<file path="src/rtl/bcd_disp_pkg.sv">
// Shared types and segment constants for the BCD display scanner.
// Segment vectors are ordered {g,f,e,d,c,b,a} and are active low,
// so a 0 bit lights the segment.
package bcd_disp_pkg;

    typedef logic [6:0] seg_t;
    typedef logic [3:0] nibble_t;

    localparam seg_t SEG_0    = 7'b1000000;
    localparam seg_t SEG_1    = 7'b1111001;
    localparam seg_t SEG_2    = 7'b0100100;
    localparam seg_t SEG_3    = 7'b0110000;
    localparam seg_t SEG_4    = 7'b0011001;
    localparam seg_t SEG_5    = 7'b0010010;
    localparam seg_t SEG_6    = 7'b0000010;
    localparam seg_t SEG_7    = 7'b1111000;
    localparam seg_t SEG_8    = 7'b0000000;
    localparam seg_t SEG_9    = 7'b0010000;
    localparam seg_t SEG_DASH = 7'b0111111;
    localparam seg_t SEG_OFF  = 7'b1111111;

endpackage

</file>
<file path="src/rtl/bcd_to_7seg.sv">
// Combinational BCD nibble to active-low 7-segment decoder.
// Ports:
//   nibble - BCD digit; codes 10..15 are not BCD and show a dash
//   seg    - segments {g,f,e,d,c,b,a}, active low
module bcd_to_7seg
    import bcd_disp_pkg::*;
(
    input  nibble_t nibble,
    output seg_t    seg
);

    always_comb begin
        seg = SEG_DASH;
        case (nibble)
            4'd0:    seg = SEG_0;
            4'd1:    seg = SEG_1;
            4'd2:    seg = SEG_2;
            4'd3:    seg = SEG_3;
            4'd4:    seg = SEG_4;
            4'd5:    seg = SEG_5;
            4'd6:    seg = SEG_6;
            4'd7:    seg = SEG_7;
            4'd8:    seg = SEG_8;
            4'd9:    seg = SEG_9;
            default: seg = SEG_DASH;
        endcase
    end

endmodule

</file>
<file path="src/rtl/bcd_display_scan.sv">
// Time-multiplexed driver for an N_DIGITS common-anode 7-segment display.
// A packed BCD value is latched on load and its digits are scanned one per
// slot of REFRESH_DIV cycles; the first BLANK_CYC cycles of every slot keep
// all anodes off so the previous digit cannot ghost onto the next one.
// Ports:
//   clk       - system clock, rising edge
//   rst       - asynchronous active-high reset
//   bcd_in    - packed BCD, digit 0 in [3:0]
//   load      - capture bcd_in on this rising edge
//   seg       - segments {g,f,e,d,c,b,a}, active low, registered
//   an        - digit enables, active low, at most one low, registered
//   slot_tick - high on the last cycle of each digit slot
// Build option: define LEADING_ZERO_BLANK_EN to suppress leading zeros
// (digit 0 is always shown; a dash counts as non-zero).
module bcd_display_scan
    import bcd_disp_pkg::*;
#(
    parameter int N_DIGITS    = 2,
    parameter int REFRESH_DIV = 50000,
    parameter int BLANK_CYC   = 4
) (
    input  logic                  clk,
    input  logic                  rst,
    input  logic [4*N_DIGITS-1:0] bcd_in,
    input  logic                  load,
    output logic [6:0]            seg,
    output logic [N_DIGITS-1:0]   an,
    output logic                  slot_tick
);

    localparam int PW = $clog2(REFRESH_DIV);
    localparam int IW = (N_DIGITS > 1) ? $clog2(N_DIGITS) : 1;

    logic [4*N_DIGITS-1:0] latch_q;
    logic [PW-1:0]         presc_q;
    logic [IW-1:0]         idx_q;

    nibble_t               cur_nib;
    seg_t                  dec_seg;
    logic                  blank;
    logic                  suppress;
    logic [N_DIGITS-1:0]   an_sel;

    assign slot_tick = (presc_q == PW'(REFRESH_DIV - 1));
    assign blank     = (presc_q < PW'(BLANK_CYC));

    // Select the current digit's nibble and build its one-cold anode mask.
    always_comb begin
        cur_nib = '0;
        an_sel  = '1;
        for (int i = 0; i < N_DIGITS; i++) begin
            if (idx_q == IW'(i)) begin
                cur_nib   = latch_q[i*4 +: 4];
                an_sel[i] = 1'b0;
            end
        end
    end

`ifdef LEADING_ZERO_BLANK_EN
    // A digit is a leading zero when it and every digit above it are 0.
    // The walk runs from the most significant digit down; digit 0 is exempt.
    logic [N_DIGITS-1:0] lz;
    logic                zero_above;
    always_comb begin
        lz         = '0;
        zero_above = 1'b1;
        suppress   = 1'b0;
        for (int i = N_DIGITS - 1; i >= 0; i--) begin
            zero_above = zero_above && (latch_q[i*4 +: 4] == 4'd0);
            lz[i]      = zero_above && (i != 0);
        end
        for (int i = 0; i < N_DIGITS; i++) begin
            if (idx_q == IW'(i)) begin
                suppress = lz[i];
            end
        end
    end
`else
    assign suppress = 1'b0;
`endif

    bcd_to_7seg u_dec (
        .nibble (cur_nib),
        .seg    (dec_seg)
    );

    always_ff @(posedge clk or posedge rst) begin
        if (rst) begin
            latch_q <= '0;
            presc_q <= '0;
            idx_q   <= '0;
            seg     <= SEG_OFF;
            an      <= '1;
        end else begin
            if (load) begin
                latch_q <= bcd_in;
            end

            if (slot_tick) begin
                presc_q <= '0;
                if (idx_q == IW'(N_DIGITS - 1)) begin
                    idx_q <= '0;
                end else begin
                    idx_q <= idx_q + 1'b1;
                end
            end else begin
                presc_q <= presc_q + 1'b1;
            end

            // Outputs reflect this cycle's prescaler/index/latch one cycle later.
            if (blank || suppress) begin
                seg <= SEG_OFF;
                an  <= '1;
            end else begin
                seg <= dec_seg;
                an  <= an_sel;
            end
        end
    end

endmodule

</file>
<file path="config.mk">
export PLATFORM = sky130hd
export DESIGN_NAME = bcd_display_scan
export DESIGN_NICKNAME = d
export VERILOG_FILES = /design/src/rtl/bcd_disp_pkg.sv /design/src/rtl/bcd_to_7seg.sv /design/src/rtl/bcd_display_scan.sv
export SDC_FILE = /design/constraint.sdc
export NUM_CORES = 1
export LEC_CHECK = 0
export ABC_AREA = 1
export BUFFER_PORTS_ARGS = -buffer_cell sky130_fd_sc_hd__buf_2
export CORE_MARGIN = 1
export CORE_UTILIZATION = 50
export DETAILED_ROUTE_END_ITERATION = 12
export GPL_TIMING_DRIVEN = 0
export HOLD_SLACK_MARGIN = 0.15
export PLACE_DENSITY = 0.72
export SLEW_MARGIN = 20
export SYNTH_ARGS = -nofsm -noshare
export SYNTH_HDL_FRONTEND = slang
export SYNTH_HIERARCHICAL = 1
export SYNTH_SLANG_ARGS = --single-unit
</file>
<file path="constraint.sdc">
create_clock -name clk -period 3.7 [get_ports clk]
set_input_delay 0.37 -clock clk [delete_from_list [all_inputs] [get_ports clk]]
set_output_delay 0.37 -clock clk [all_outputs]
set_load 0.03 [all_outputs]
</file>
==> run summary, run 1 <==
The vertical die dimension came out at 63.0 microns. Of the total synthesized cell area, the portion taken by AND, OR, NAND and NOR gates is between 30% and 40%. The Yosys warning count came out at 6. The number of antenna diodes in the final layout is 0. The worst setup path is launched from a register. The portion of netlist area occupied by mux cells is roughly 2.4%. Sequential cells were found to cover a little under half of the synthesized design area. The global-route usage over all layers is 18.7%. The clock skew is 5.14 ps. IR analysis of the VDD net gives a maximum drop of 0.000258 V. The post-cts gate resize count is 0. The number of standard cells in the layout, taps in and fillers out is between 300 and 400. The tool flagged a number of max-cap violations equal to 0. The power density of the placed cells came out at ~370 mW/mm^2. The end of the worst register-to-register path is seg[3]. The internal power component came out at ~0.58 mW. The total instance count after detailed placement is 300. The top-area cell type share of the netlist area came out at 33.7%. The class of the worst hold path is input pin to asynchronous set/reset pin. The portion of total power attributed to the clock network came out at approximately a third.

The reported leakage power came out at 1.10 nW. The final cell utilization of the core came out at around three fifths. In this run the register-to-register setup slack is 1730 ps.

Entering global routing, the biggest net connects 35 pins. For this design, the sink count on the clock tree is 34. The number of buffers inserted by port buffering is 20. The worst-margin pin slew is ~810 ps. The proportion of power drawn by flip-flops and latches is between 50% and 60%.

The I/O pin count is 21. The biggest area contributor in the post-synthesis netlist is sky130_fd_sc_hd__dfrtp_1. Buffers inserted to repair hold after CTS numbered 0. The highest achievable clock rate is roughly 490 MHz. The clock root buffer master is sky130_fd_sc_hd__clkbuf_8.

The mean routed wirelength per cell is 10.4 microns. The worst-case reg-to-reg path depth is 9. The startpoint of the lowest-slack register-to-register path is idx_q.

The number of distinct library cells after synthesis is 28. The number of global-route vias before repair came to ~1,300. By startpoint and endpoint, the worst setup path is classified as register to output port. By area, the combinational part of the netlist is dominated by simple AND/OR/NAND/NOR gates. Synthesis inferred 34 register bits.

The number of hold violations in the final report is 0. The floorplan step set the die width to ~63 microns. The final layout contains between 200 and 300 nets. The placed wire-length estimate after detailed placement is 2470 microns. Measured against its own limit, the worst slew margin works out to between 40 and 50%. The area growth from synthesis to layout is 13.4%. The via count came out at approximately 1,500.

For this configuration, the core starts out at a cell density of between 50% and 60%. At the end of routability-driven placement, the weighted congestion stood at around 0.85. The number of nets with antenna violations after routing came out at 0. The post-route clock period utilization is 55.2%. The clock latency reported for the late side of the worst-skew pair came out at between 200 and 300 ps. The number of violations reported at the end of detailed-routing iteration 0 is ~120. The count of H-tree levels built during CTS came out at 2. Wires add up to about 3200 microns. The final critical delay including setup and external delays is roughly 2000 ps.

The total negative setup slack is 0 ps. A synthesized cell averages 7.94 sq um. The initial antenna violation count came out at 0. The max-slew violation count came out at 0. Data on the critical path is required at its endpoint by 3330 ps.

Summing the areas of all xor and xnor instances in the mapped netlist gives 2.83% of the synthesized area. The initialized floorplan defines 21 standard-cell rows. The fraction of the mapped netlist area in compound gates is roughly 4.4%. For this run the aggregate overflow at the end of global routing stands at 0. The total die area is around 0.0040 sq mm.

Summing every instance area after synthesis gives between 0.0015 and 0.002 sq mm. The flow ran to the end, and the final reports show no timing, DRC or antenna violations. The net load switching power is roughly 0.20 mW. The total area inside the core boundary comes to roughly 0.0034 sq mm. The biggest fanout along the worst timing path came out at 6.

TritonCTS built the clock tree. The maximum buffer depth of the clock tree came out at 2. At the worst endpoint, the arrival time is about 1700 ps.

The global-route wire length before repair came out at 5720 microns. Synthesis produced 234 cells. Sorting the synthesized cells by area gives the leading types as sky130_fd_sc_hd__dfrtp_1, sky130_fd_sc_hd__dfstp_2, sky130_fd_sc_hd__nand2_1. Setup violations remaining at the end of the flow were counted as 0. The TritonCTS buffer count came out at 5. Setup repair after global routing left no endpoint under its margin. The clock-pin slew on the worst setup and hold paths is about 70 ps. The number of search-and-repair iterations in the first detailed-routing pass came out at 4. The critical path endpoint category is an output port. The part of the power in combinational logic is about an eighth. The fraction of layout instances using a drive strength above 1 came out at a little under a quarter. The startpoint of the worst setup timing path is presc_q[0]. The fill cell instance count of the final layout came out at 340. The average vias per placed instance is roughly 4.8. The adder and majority gate portion of the synthesized area came out at 4.04%. Buffers added to address setup during post-CTS repair amount to 0.

The post-synth net total is 251. The switching power as a share of total power came out at between 20 and 30%. The DRC violation count after routing is 0.
==> how the worst max path moves through the flow <==
| stage | end | depth (start not counted) | slack, ps |
|---|---|---|---|
| final | slot_tick | 4 | 1660 |
| after global routing | seg[3] | 9 | 1410 |
| after CTS | slot_tick | 4 | 1650 |
| after detailed placement | seg[3] | 9 | 1660 |
| after global placement | seg[3] | 9 | 1700 |
| after floorplan | slot_tick | 3 | 1610 |
==> flip-flops by register name (all words and copies together), names as in the netlist <==
register	flops
idx_q	1
seg	7
latch_q	8
presc_q	16
an	2
==> power groups by stage <==
stage | clock network, mW | logic, mW | registers (mW)
floorplan | 0 | 0.0516 | 0.439
global placement | 0 | 0.103 | 0.411
detailed placement | 0 | 0.105 | 0.412
CTS | 0.278 | 0.106 | 0.406
global route | 0.296 | 0.119 | 0.407
finish | 0.274 | 0.104 | 0.405
==> Yosys cell counts (all sizes together) <==
master	n
dfstp	9
or2	2
dfrtp	25
nor4	1
nor2	34
a21oi	3
nand4	6
inv	37
mux2	4
nor2b	1
ha	6
nor3	1
nand3	16
xor2	6
nand2	67
o21bai	1
o21ai	11
clkbuf	1
buf	3
==> final cells by class <==
| class | instances | area [sq um] | area share [%] |
|---|---|---|---|
| clock buffers | 7 | 86.3 | 4.10 |
| inverters | 37 | 139 | 6.59 |
| plain buffers | 4 | 18.8 | 0.891 |
| flip-flops and latches | 34 | 862 | 40.9 |
| multi-input cells | 159 | 838 | 39.8 |
| well taps | 46 | 57.6 | 2.73 |
| repair buffers | 20 | 100 | 4.75 |
| clock inverters | 1 | 5.00 | 0.238 |
==> logic make-up (layout without fill, tap and decap cells) <==
kind of cell	after synthesis	count (layout)
AO/OA/AOI/OAI	15	15
XOR/XNOR	6	6
adder cells (fa/ha/maj)	6	6
buffers and inverters	41	69
flip-flops	34	34
multiplexers	4	4
AND/OR/NAND/NOR	128	128
==> worst max-delay path, stage by stage, from the launching register on <==
cell and delay (ps):
sky130_fd_sc_hd__dfrtp_1 380, sky130_fd_sc_hd__ha_1 230, sky130_fd_sc_hd__nand3_2 160, sky130_fd_sc_hd__nor4_1 360, sky130_fd_sc_hd__buf_2 260
==> cells in the final DEF, fill, tap and decap left out, types with 2 or more instances in the layout <==
cell type / n
sky130_fd_sc_hd__nand3_1: 15
sky130_fd_sc_hd__ha_1: 6
sky130_fd_sc_hd__nor2_4: 2
sky130_fd_sc_hd__dfrtp_1: 25
sky130_fd_sc_hd__inv_2: 2
sky130_fd_sc_hd__o21ai_0: 9
sky130_fd_sc_hd__nor2_2: 3
sky130_fd_sc_hd__clkbuf_8: 6
sky130_fd_sc_hd__nand2_1: 62
sky130_fd_sc_hd__buf_2: 23
sky130_fd_sc_hd__a21oi_1: 3
sky130_fd_sc_hd__xor2_1: 6
sky130_fd_sc_hd__inv_1: 35
sky130_fd_sc_hd__clkbuf_1: 2
sky130_fd_sc_hd__nand2_2: 5
sky130_fd_sc_hd__nand4_1: 5
sky130_fd_sc_hd__nor2_1: 29
sky130_fd_sc_hd__dfstp_2: 9
sky130_fd_sc_hd__mux2_2: 4
==> through the flow <==
step	cell area, sq um	total power, mW	setup WS [ps]	hold slack (ps)
global route	2110	0.822	1410	259
finish	2110	0.784	1660	185
CTS	2110	0.789	1650	214
detailed placement	2020	0.517	1660	475
floorplan	1860	0.491	1610	455
global placement	2020	0.514	1700	473
==> routing by layer <==
layer / vias to the layer above / global-route usage, % / routed length, microns
li1: 775 / - / -
met1: 650 / 24.6 / 1580
met2: 36 / 28.5 / 1420
met3: 7 / 4.93 / 154
met4: 0 / 8.72 / 58
met5: - / 0 / 0
(Power assumes the default switching activity.)
==> run 2, diff against run 1 <==
Clock period 3.7 ns to 2.12 ns, I/O delays scaled along.
==> run summary, run 2 (same netlist as run 1, synthesis figures left out) <==
The post-route clock period utilization came out at about nine tenths. The power density of the placed cells is 638 mW/mm^2 (was 372 mW/mm^2). The final worst-path setup slack came out at 228 ps (was 1660 ps). The startpoint of the worst setup timing path was presc_q[0] (unchanged).

The number of violations reported at the end of detailed-routing iteration 0 is 124 (was 118). The worst-case headroom to the max-slew limit came out at 45.3% (about the same). The count of H-tree levels built during CTS is 2 (unchanged).

The number of global-route vias before repair is 1,339 (was 1,320). The worst supply voltage drop on vdd came out at 0.000443 V (was 0.000258 V). The reported leakage power came out at 1.12 nW (was 1.10 nW). The mean routed wirelength per cell is 10.4 microns (about the same). The minimum hold slack is 159 ps (was 185 ps). The clock skew came out at 3.80 ps (was 5.14 ps). Registers with the most flip-flops: presc_q x16, latch_q x8, seg x7 (unchanged). Unrepaired setup endpoints after global routing: no (unchanged). The internal power component came out at 1.02 mW (was 0.583 mW).

The number of hold violations in the final report is 0 (unchanged). The class of the worst hold path is input pin to register (was input pin to asynchronous set/reset pin). The number of failing setup endpoints in the final timing report came out at 0 (unchanged).

The clock root buffer master is sky130_fd_sc_hd__clkbuf_8 (unchanged). The data arrival time of the critical path is 1680 ps (was 1670 ps). The global-route wire length before repair is 5790 microns (was 5720 microns). The placeable core region came to 0.00344 sq mm (unchanged). The maximum number of pins on one net before global-route repair came to 35 (unchanged). The I/O pin count came out at 21 (unchanged). The DRC violation count after routing came out at 0 (unchanged).

The proportion of power drawn by flip-flops and latches came out at 51.5% (was 51.7%). The number of nets with antenna violations after routing was 0 (unchanged). The via count came to 1,497 (was 1,468). The number of buffers inserted by post-CTS setup repair came out at 0 (unchanged). The startpoint of the lowest-slack register-to-register path is idx_q (unchanged). The highest achievable clock rate came out at about 530 MHz.

The area occupied by registers came out at 862 sq um (unchanged). The worst-margin pin slew is 812 ps (was 811 ps). The startpoint-to-endpoint class of the critical path was register to output port (unchanged). The startpoint type of the worst setup path is a register (unchanged). The average vias per placed instance came to 4.80 (was 4.77). The worst-case reg-to-reg path depth is 6 (was 9). The number of buffers inserted by port buffering is 20 (unchanged). The global route total overflow was 0 (unchanged). The detailed-route wire length came out at 3250 microns (was 3210 microns). The critical path endpoint is slot_tick (unchanged).

The placed wire-length estimate after detailed placement came out at 2470 microns (unchanged). The fraction of layout instances using a drive strength above 1 came out at 22.6% (was 22.9%). The fill cell instance count of the final layout came out at 339 (was 340). The vertical die dimension was 63.0 microns (unchanged).

Run status: completed (unchanged). The part of the power in combinational logic came out at 13.8% (was 13.3%). The most frequent standard cell in the layout excluding fill and tap cells is sky130_fd_sc_hd__nand2_1 (unchanged). The clock-pin slew on the worst setup and hold paths is 60 ps (was 70 ps). The number of nets in the layout came out at 282 (was 278).

The max-slew violation count is 0 (unchanged). The required time at the endpoint of the critical path came out at 1910 ps (was 3330 ps). The number of flip-flops in the largest register is 16 (unchanged). The reg-to-reg setup timing slack is 360 ps (was 1730 ps). Most used cells in the layout excluding fill and tap cells: sky130_fd_sc_hd__nand2_1, sky130_fd_sc_hd__inv_1, sky130_fd_sc_hd__nor2_1 (unchanged). The clock latency reported for the late side of the worst-skew pair came out at 280 ps (about the same). In this run the most critical hold path is launched from bcd_in[4]. The net load switching power came out at 0.349 mW (was 0.201 mW).

The critical path endpoint category is an output port (unchanged). The total negative setup slack came to 0 ps (unchanged). The maximum buffer depth of the clock tree is 2 (unchanged). The post-placement worst setup slack came out at 84.8 ps (was 1660 ps). The TritonCTS clock tree is done (unchanged).

The final antenna diode count came out at 0 (unchanged). The number of standard-cell rows in the floorplan is 21 (unchanged). The clock sink total is 34 (unchanged). The global-route usage over all layers came out at 18.9% (was 18.7%). The number of search-and-repair iterations in the first detailed-routing pass is 4 (unchanged). The end of the worst register-to-register path is seg[5] (was seg[3]).

The width of the die is 63.0 microns (unchanged). The portion of total power attributed to the clock network came out at 34.7% (was 35.0%). The overall power of the completed layout came to 1.37 mW (was 0.784 mW).

The initial antenna violation count is 0 (unchanged). The TritonCTS buffer count is 5 (unchanged). The area of the multi-input gates came to 838 sq um (unchanged).

The routability congestion estimate came out at 0.848 (unchanged). The biggest fanout along the worst timing path came out at 6 (unchanged). The initial core utilization came out at 54.0% (unchanged). The number of max-cap violations is 0 (unchanged). The register with the highest flop count is presc_q (unchanged). The area growth from synthesis to layout is 15.9% (was 13.4%).

The switching power as a share of total power is 25.4% (was 25.6%). The total die area came to 0.00396 sq mm (unchanged). The final critical delay including setup and external delays came out at 1890 ps.
[run 2: how the worst min path moves through the flow]
stage | end | slack (ps) | depth (start not counted)
after floorplan | latch_q[0] | 330 | 2
after global placement | latch_q[0] | 410 | 3
after detailed placement | presc_q[11] | 360 | 2
after CTS | latch_q[5] | 150 | 2
after global routing | latch_q[4] | 150 | 2
final | latch_q[4] | 160 | 2
[run 2: layout make-up]
class | instances | share of cell area, %
buffer | 3 | 0.697
clock buffer | 7 | 4.01
clock inverter | 1 | 0.232
inverter | 37 | 6.45
multi-input combinational | 159 | 38.9
sequential | 34 | 40.0
tap | 46 | 2.67
timing repair buffer | 25 | 6.97
[run 2: power by group through the flow]
| stage | sequential (mW) | combinational (mW) | clock [mW] |
|---|---|---|---|
| 3_3_place_gp | 0.718 | 0.179 | 0 |
| 5_1_grt | 0.710 | 0.217 | 0.518 |
| 6_report | 0.708 | 0.189 | 0.477 |
| 2_1_floorplan | 0.767 | 0.0901 | 0 |
| 3_5_place_dp | 0.719 | 0.184 | 0 |
| 4_1_cts | 0.708 | 0.191 | 0.485 |
[run 2: per-layer routing]
layer | up-vias | share of wire [%] | routed length, microns | track usage [%]
met5 | - | 0 | 0 | 0
met4 | 0 | 1.8 | 58 | 8.72
met3 | 7 | 3.8 | 124 | 4.93
met2 | 33 | 45 | 1450 | 29.0
met1 | 674 | 50 | 1620 | 24.9
li1 | 783 | - | - | -
[run 2: metrics by stage]
step	instances	util (%)	area, sq um
after detailed placement	300	58.6	2020
final	312	62.6	2150
after floorplan	234	-	1860
after global placement	300	58.6	2020
after CTS	313	62.7	2160
after global routing	312	62.6	2150
[run 2: critical path, cell delays in order, from the launching register on]
cell	delay [ps]
sky130_fd_sc_hd__dfrtp_1	380
sky130_fd_sc_hd__ha_1	230
sky130_fd_sc_hd__nand3_2	160
sky130_fd_sc_hd__nor4_1	370
sky130_fd_sc_hd__buf_2	260
[run 2: what timing repair did]
action / CTS / global route
gates resized for setup: 0 / 2
hold buffers: 5 / 0
endpoints found under the setup margin: 0 / 3
hold endpoints to repair: 29 / 0
==> run 3, diff against run 2 <==
Settings changed: PLACE_DENSITY 0.72 to unset, PLACE_DENSITY_LB_ADDON set to 0.25, SYNTH_HIERARCHICAL 1 to unset.
==> run summary, run 3 <==
The number of failing setup endpoints in the final timing report was 0 (unchanged). The critical path endpoint is slot_tick (unchanged). The placeable core region is 0.00339 sq mm (was 0.00344 sq mm). The fill cell instance count of the final layout is 298 (was 339). The worst-case reg-to-reg path depth came out at 8 (was 6). The global-route usage over all layers was 18.6% (was 18.9%). The required time at the endpoint of the critical path is 1910 ps (about the same). The biggest fanout along the worst timing path was 6 (unchanged). The final antenna diode count came out at 0 (unchanged). The number of flip-flops in the largest register was 16 (unchanged). Commonest cells in the synthesized netlist: sky130_fd_sc_hd__nand2_1, sky130_fd_sc_hd__inv_1, sky130_fd_sc_hd__nor2_1, sky130_fd_sc_hd__dfrtp_1, sky130_fd_sc_hd__nand3_1 (unchanged).

Most used cells in the layout excluding fill and tap cells: sky130_fd_sc_hd__nand2_1, sky130_fd_sc_hd__inv_1, sky130_fd_sc_hd__nor2_1 (unchanged). The clock skew is 8.39 ps (was 3.80 ps). The post-route clock period utilization is 88.6% (was 89.2%). The number of flops mapped to enable cells by yosys is 0 (unchanged).

The dominant register cell in the synthesized netlist is sky130_fd_sc_hd__dfrtp_1 (unchanged). The via count is 1,423 (was 1,497). The clock sink total is 34 (unchanged). Registers with the most flip-flops: presc_q x16, latch_q x8, seg x7 (unchanged). The register with the highest flop count was presc_q (unchanged). The post-synth net total was 235 (was 251). The I/O pin count is 21 (unchanged). The TritonCTS buffer count came to 5 (unchanged). The vertical die dimension came out at 61.8 microns (was 63.0 microns).

The worst-margin pin slew is 672 ps (was 812 ps). The total die area is 0.00382 sq mm (was 0.00396 sq mm). The most frequent standard cell in the layout excluding fill and tap cells was sky130_fd_sc_hd__nand2_1 (unchanged). The class of the worst hold path is input pin to register (unchanged). The final critical delay including setup and external delays is 1880 ps (was 1890 ps). The share of synthesized area occupied by flip-flops and latches was 48.2% (was 46.4%). The number of nets in the layout was 273 (was 282). The fraction of layout instances using a drive strength above 1 was 21.0% (was 22.6%).

The area growth from synthesis to layout is 19.7% (was 15.9%). The TritonCTS clock tree is done (unchanged). Unrepaired setup endpoints after global routing: no (unchanged). The mean routed wirelength per cell came out at 10.2 microns (was 10.4 microns). The share of flip-flops with an asynchronous set or reset after synthesis came out at 100% (unchanged). The top-area cell type share of the netlist area came to 35.0% (was 33.7%).

The placed wire-length estimate after detailed placement came out at 2210 microns (was 2470 microns). The number of standard-cell rows in the floorplan came out at 21 (unchanged). The minimum hold slack came out at 317 ps (was 159 ps).

The worst supply voltage drop on vdd came out at 0.000364 V (was 0.000443 V). The startpoint-to-endpoint class of the critical path is register to output port (unchanged). Run status: completed (unchanged). The highest achievable clock rate came out at 532 MHz (was 529 MHz). The count of H-tree levels built during CTS came out at 2 (unchanged).

The total instance count after detailed placement is 284 (was 300). The clock-pin slew on the worst setup and hold paths came out at 100 ps (was 60 ps). The initial antenna violation count is 0 (unchanged).

The width of the die was 61.8 microns (was 63.0 microns). The number of violations reported at the end of detailed-routing iteration 0 was 39 (was 124). The synthesized instance count is 218 (was 234).

The clock root buffer master is sky130_fd_sc_hd__clkbuf_4 (was sky130_fd_sc_hd__clkbuf_8). The number of global-route vias before repair came out at 1,187 (was 1,339). The routability congestion estimate came out at 0.858 (was 0.848).

The post-synthesis cell area is 0.00179 sq mm (was 0.00186 sq mm). The number of register bits inferred by synthesis came out at 34 (unchanged). The post-placement worst setup slack came to 432 ps (was 84.8 ps).

The number of nets with antenna violations after routing is 0 (unchanged). The number of distinct library cells after synthesis is 27 (was 28). The final cell utilization of the core was 63.2% (was 62.6%). The average vias per placed instance is 4.70 (was 4.80). The power density of the placed cells is 650 mW/mm^2 (was 638 mW/mm^2). The reported leakage power came out at 1.10 nW (was 1.12 nW). The dominant cell by count in the synthesized netlist is sky130_fd_sc_hd__nand2_1 (unchanged).

The number of standard cells in the layout, taps in and fillers out came to 303 (was 312). The global route total overflow came to 0 (unchanged). The count of cells along the worst hold path came out at 3 (was 2). The global-route wire length before repair is 5130 microns (was 5790 microns). The total negative setup slack came to 0 ps (unchanged). The maximum number of pins on one net before global-route repair came out at 35 (unchanged).

The mean cell area of the mapped netlist came out at 8.21 sq um (was 7.94 sq um). The initial core utilization is 52.8% (was 54.0%). The startpoint of the lowest-slack register-to-register path was idx_q (unchanged). The final instance area came out at 0.00214 sq mm (was 0.00215 sq mm). The clock latency reported for the late side of the worst-skew pair was 340 ps (was 280 ps). The reg-to-reg setup timing slack is 430 ps (was 360 ps).

The DRC violation count after routing is 0 (unchanged). The post-place instance area is 0.00195 sq mm (was 0.00202 sq mm). The critical path endpoint category is an output port (unchanged). The startpoint of the worst setup timing path was presc_q[0] (unchanged). The final worst-path setup slack is 241 ps (was 228 ps). The maximum buffer depth of the clock tree is 2 (unchanged). The end of the worst register-to-register path is seg[5] (unchanged).

The startpoint type of the worst setup path is a register (unchanged). The number of buffers inserted by port buffering is 20 (unchanged). The overall power of the completed layout is 1.39 mW (was 1.37 mW). Most area-consuming cells after synthesis: sky130_fd_sc_hd__dfrtp_1, sky130_fd_sc_hd__dfstp_2, sky130_fd_sc_hd__nand2_1 (unchanged). The data arrival time of the critical path is 1670 ps (was 1680 ps).

The number of hold violations in the final report came out at 0 (unchanged). The Yosys warning count came out at 0 (was 6). The worst-case headroom to the max-slew limit is 55.1% (was 45.3%). The number of max-cap violations is 0 (unchanged). The detailed-route wire length came out at 3100 microns (was 3250 microns). The number of search-and-repair iterations in the first detailed-routing pass came to 4 (unchanged). The largest area contributor in the netlist is sky130_fd_sc_hd__dfrtp_1 (unchanged).

The max-slew violation count came to 0 (unchanged).
==> run 3: layout make-up <==
| class | instances | area (sq um) | share of cell area, % |
|---|---|---|---|
| Buffer | 2 | 12.5 | 0.584 |
| Clock buffer | 7 | 55.1 | 2.57 |
| Clock inverter | 1 | 30.0 | 1.40 |
| Inverter | 31 | 116 | 5.43 |
| Multi-Input combinational cell | 151 | 798 | 37.3 |
| Sequential cell | 34 | 862 | 40.2 |
| Tap cell | 46 | 57.6 | 2.69 |
| Timing Repair Buffer | 31 | 210 | 9.81 |
==> run 3: worst min-delay path by stage <==
stage,startpoint,to,slack (ps)
3_5_place_dp,rst,presc_q[0],360
2_1_floorplan,bcd_in[1],latch_q[1],330
5_1_grt,load,latch_q[2],330
6_report,load,latch_q[2],320
3_3_place_gp,bcd_in[4],latch_q[4],420
4_1_cts,load,latch_q[2],310
==> run 3: routing by layer <==
metal  vias to the layer above  global-route usage [%]  routed length, microns  part of all wire, %
met5                         -                       0                       0                    0
met4                         0                    8.57                      63                  2.0
met3                         7                    4.35                     117                  3.8
met2                        24                    26.7                    1360                   44
met1                       628                    26.4                    1570                   50
li1                        764                       -                       -                    -
==> run 3: report_power, final <==
| group | switching, mW | total, mW | internal, mW |
|---|---|---|---|
| registers | 0.00890 | 0.707 | 0.698 |
| logic | 0.120 | 0.192 | 0.0716 |
| clock network | 0.211 | 0.493 | 0.282 |
==> run 3: worst max-delay path: stages, from the launching register on <==
cell                      delay [ps]
sky130_fd_sc_hd__dfrtp_1         390
sky130_fd_sc_hd__ha_1            230
sky130_fd_sc_hd__nand3_2         150
sky130_fd_sc_hd__nor4_1          320
sky130_fd_sc_hd__buf_2           250
==> run 3: kinds of logic after synthesis <==
logic type	after synthesis	synth area share, %
buf+inv	33	7.20
compound gates	16	5.38
xor+xnor	7	3.43
mux	4	2.52
simple gates	118	29.1
fa+ha+maj	6	4.20
flops	34	48.2
==> run 3: timing repair <==
action	4_1_cts	5_1_grt
endpoints found under the setup margin	0	0
resized for setup	0	0
hold buffers	11	0
setup buffers	0	0
endpoints found under the hold margin	33	0
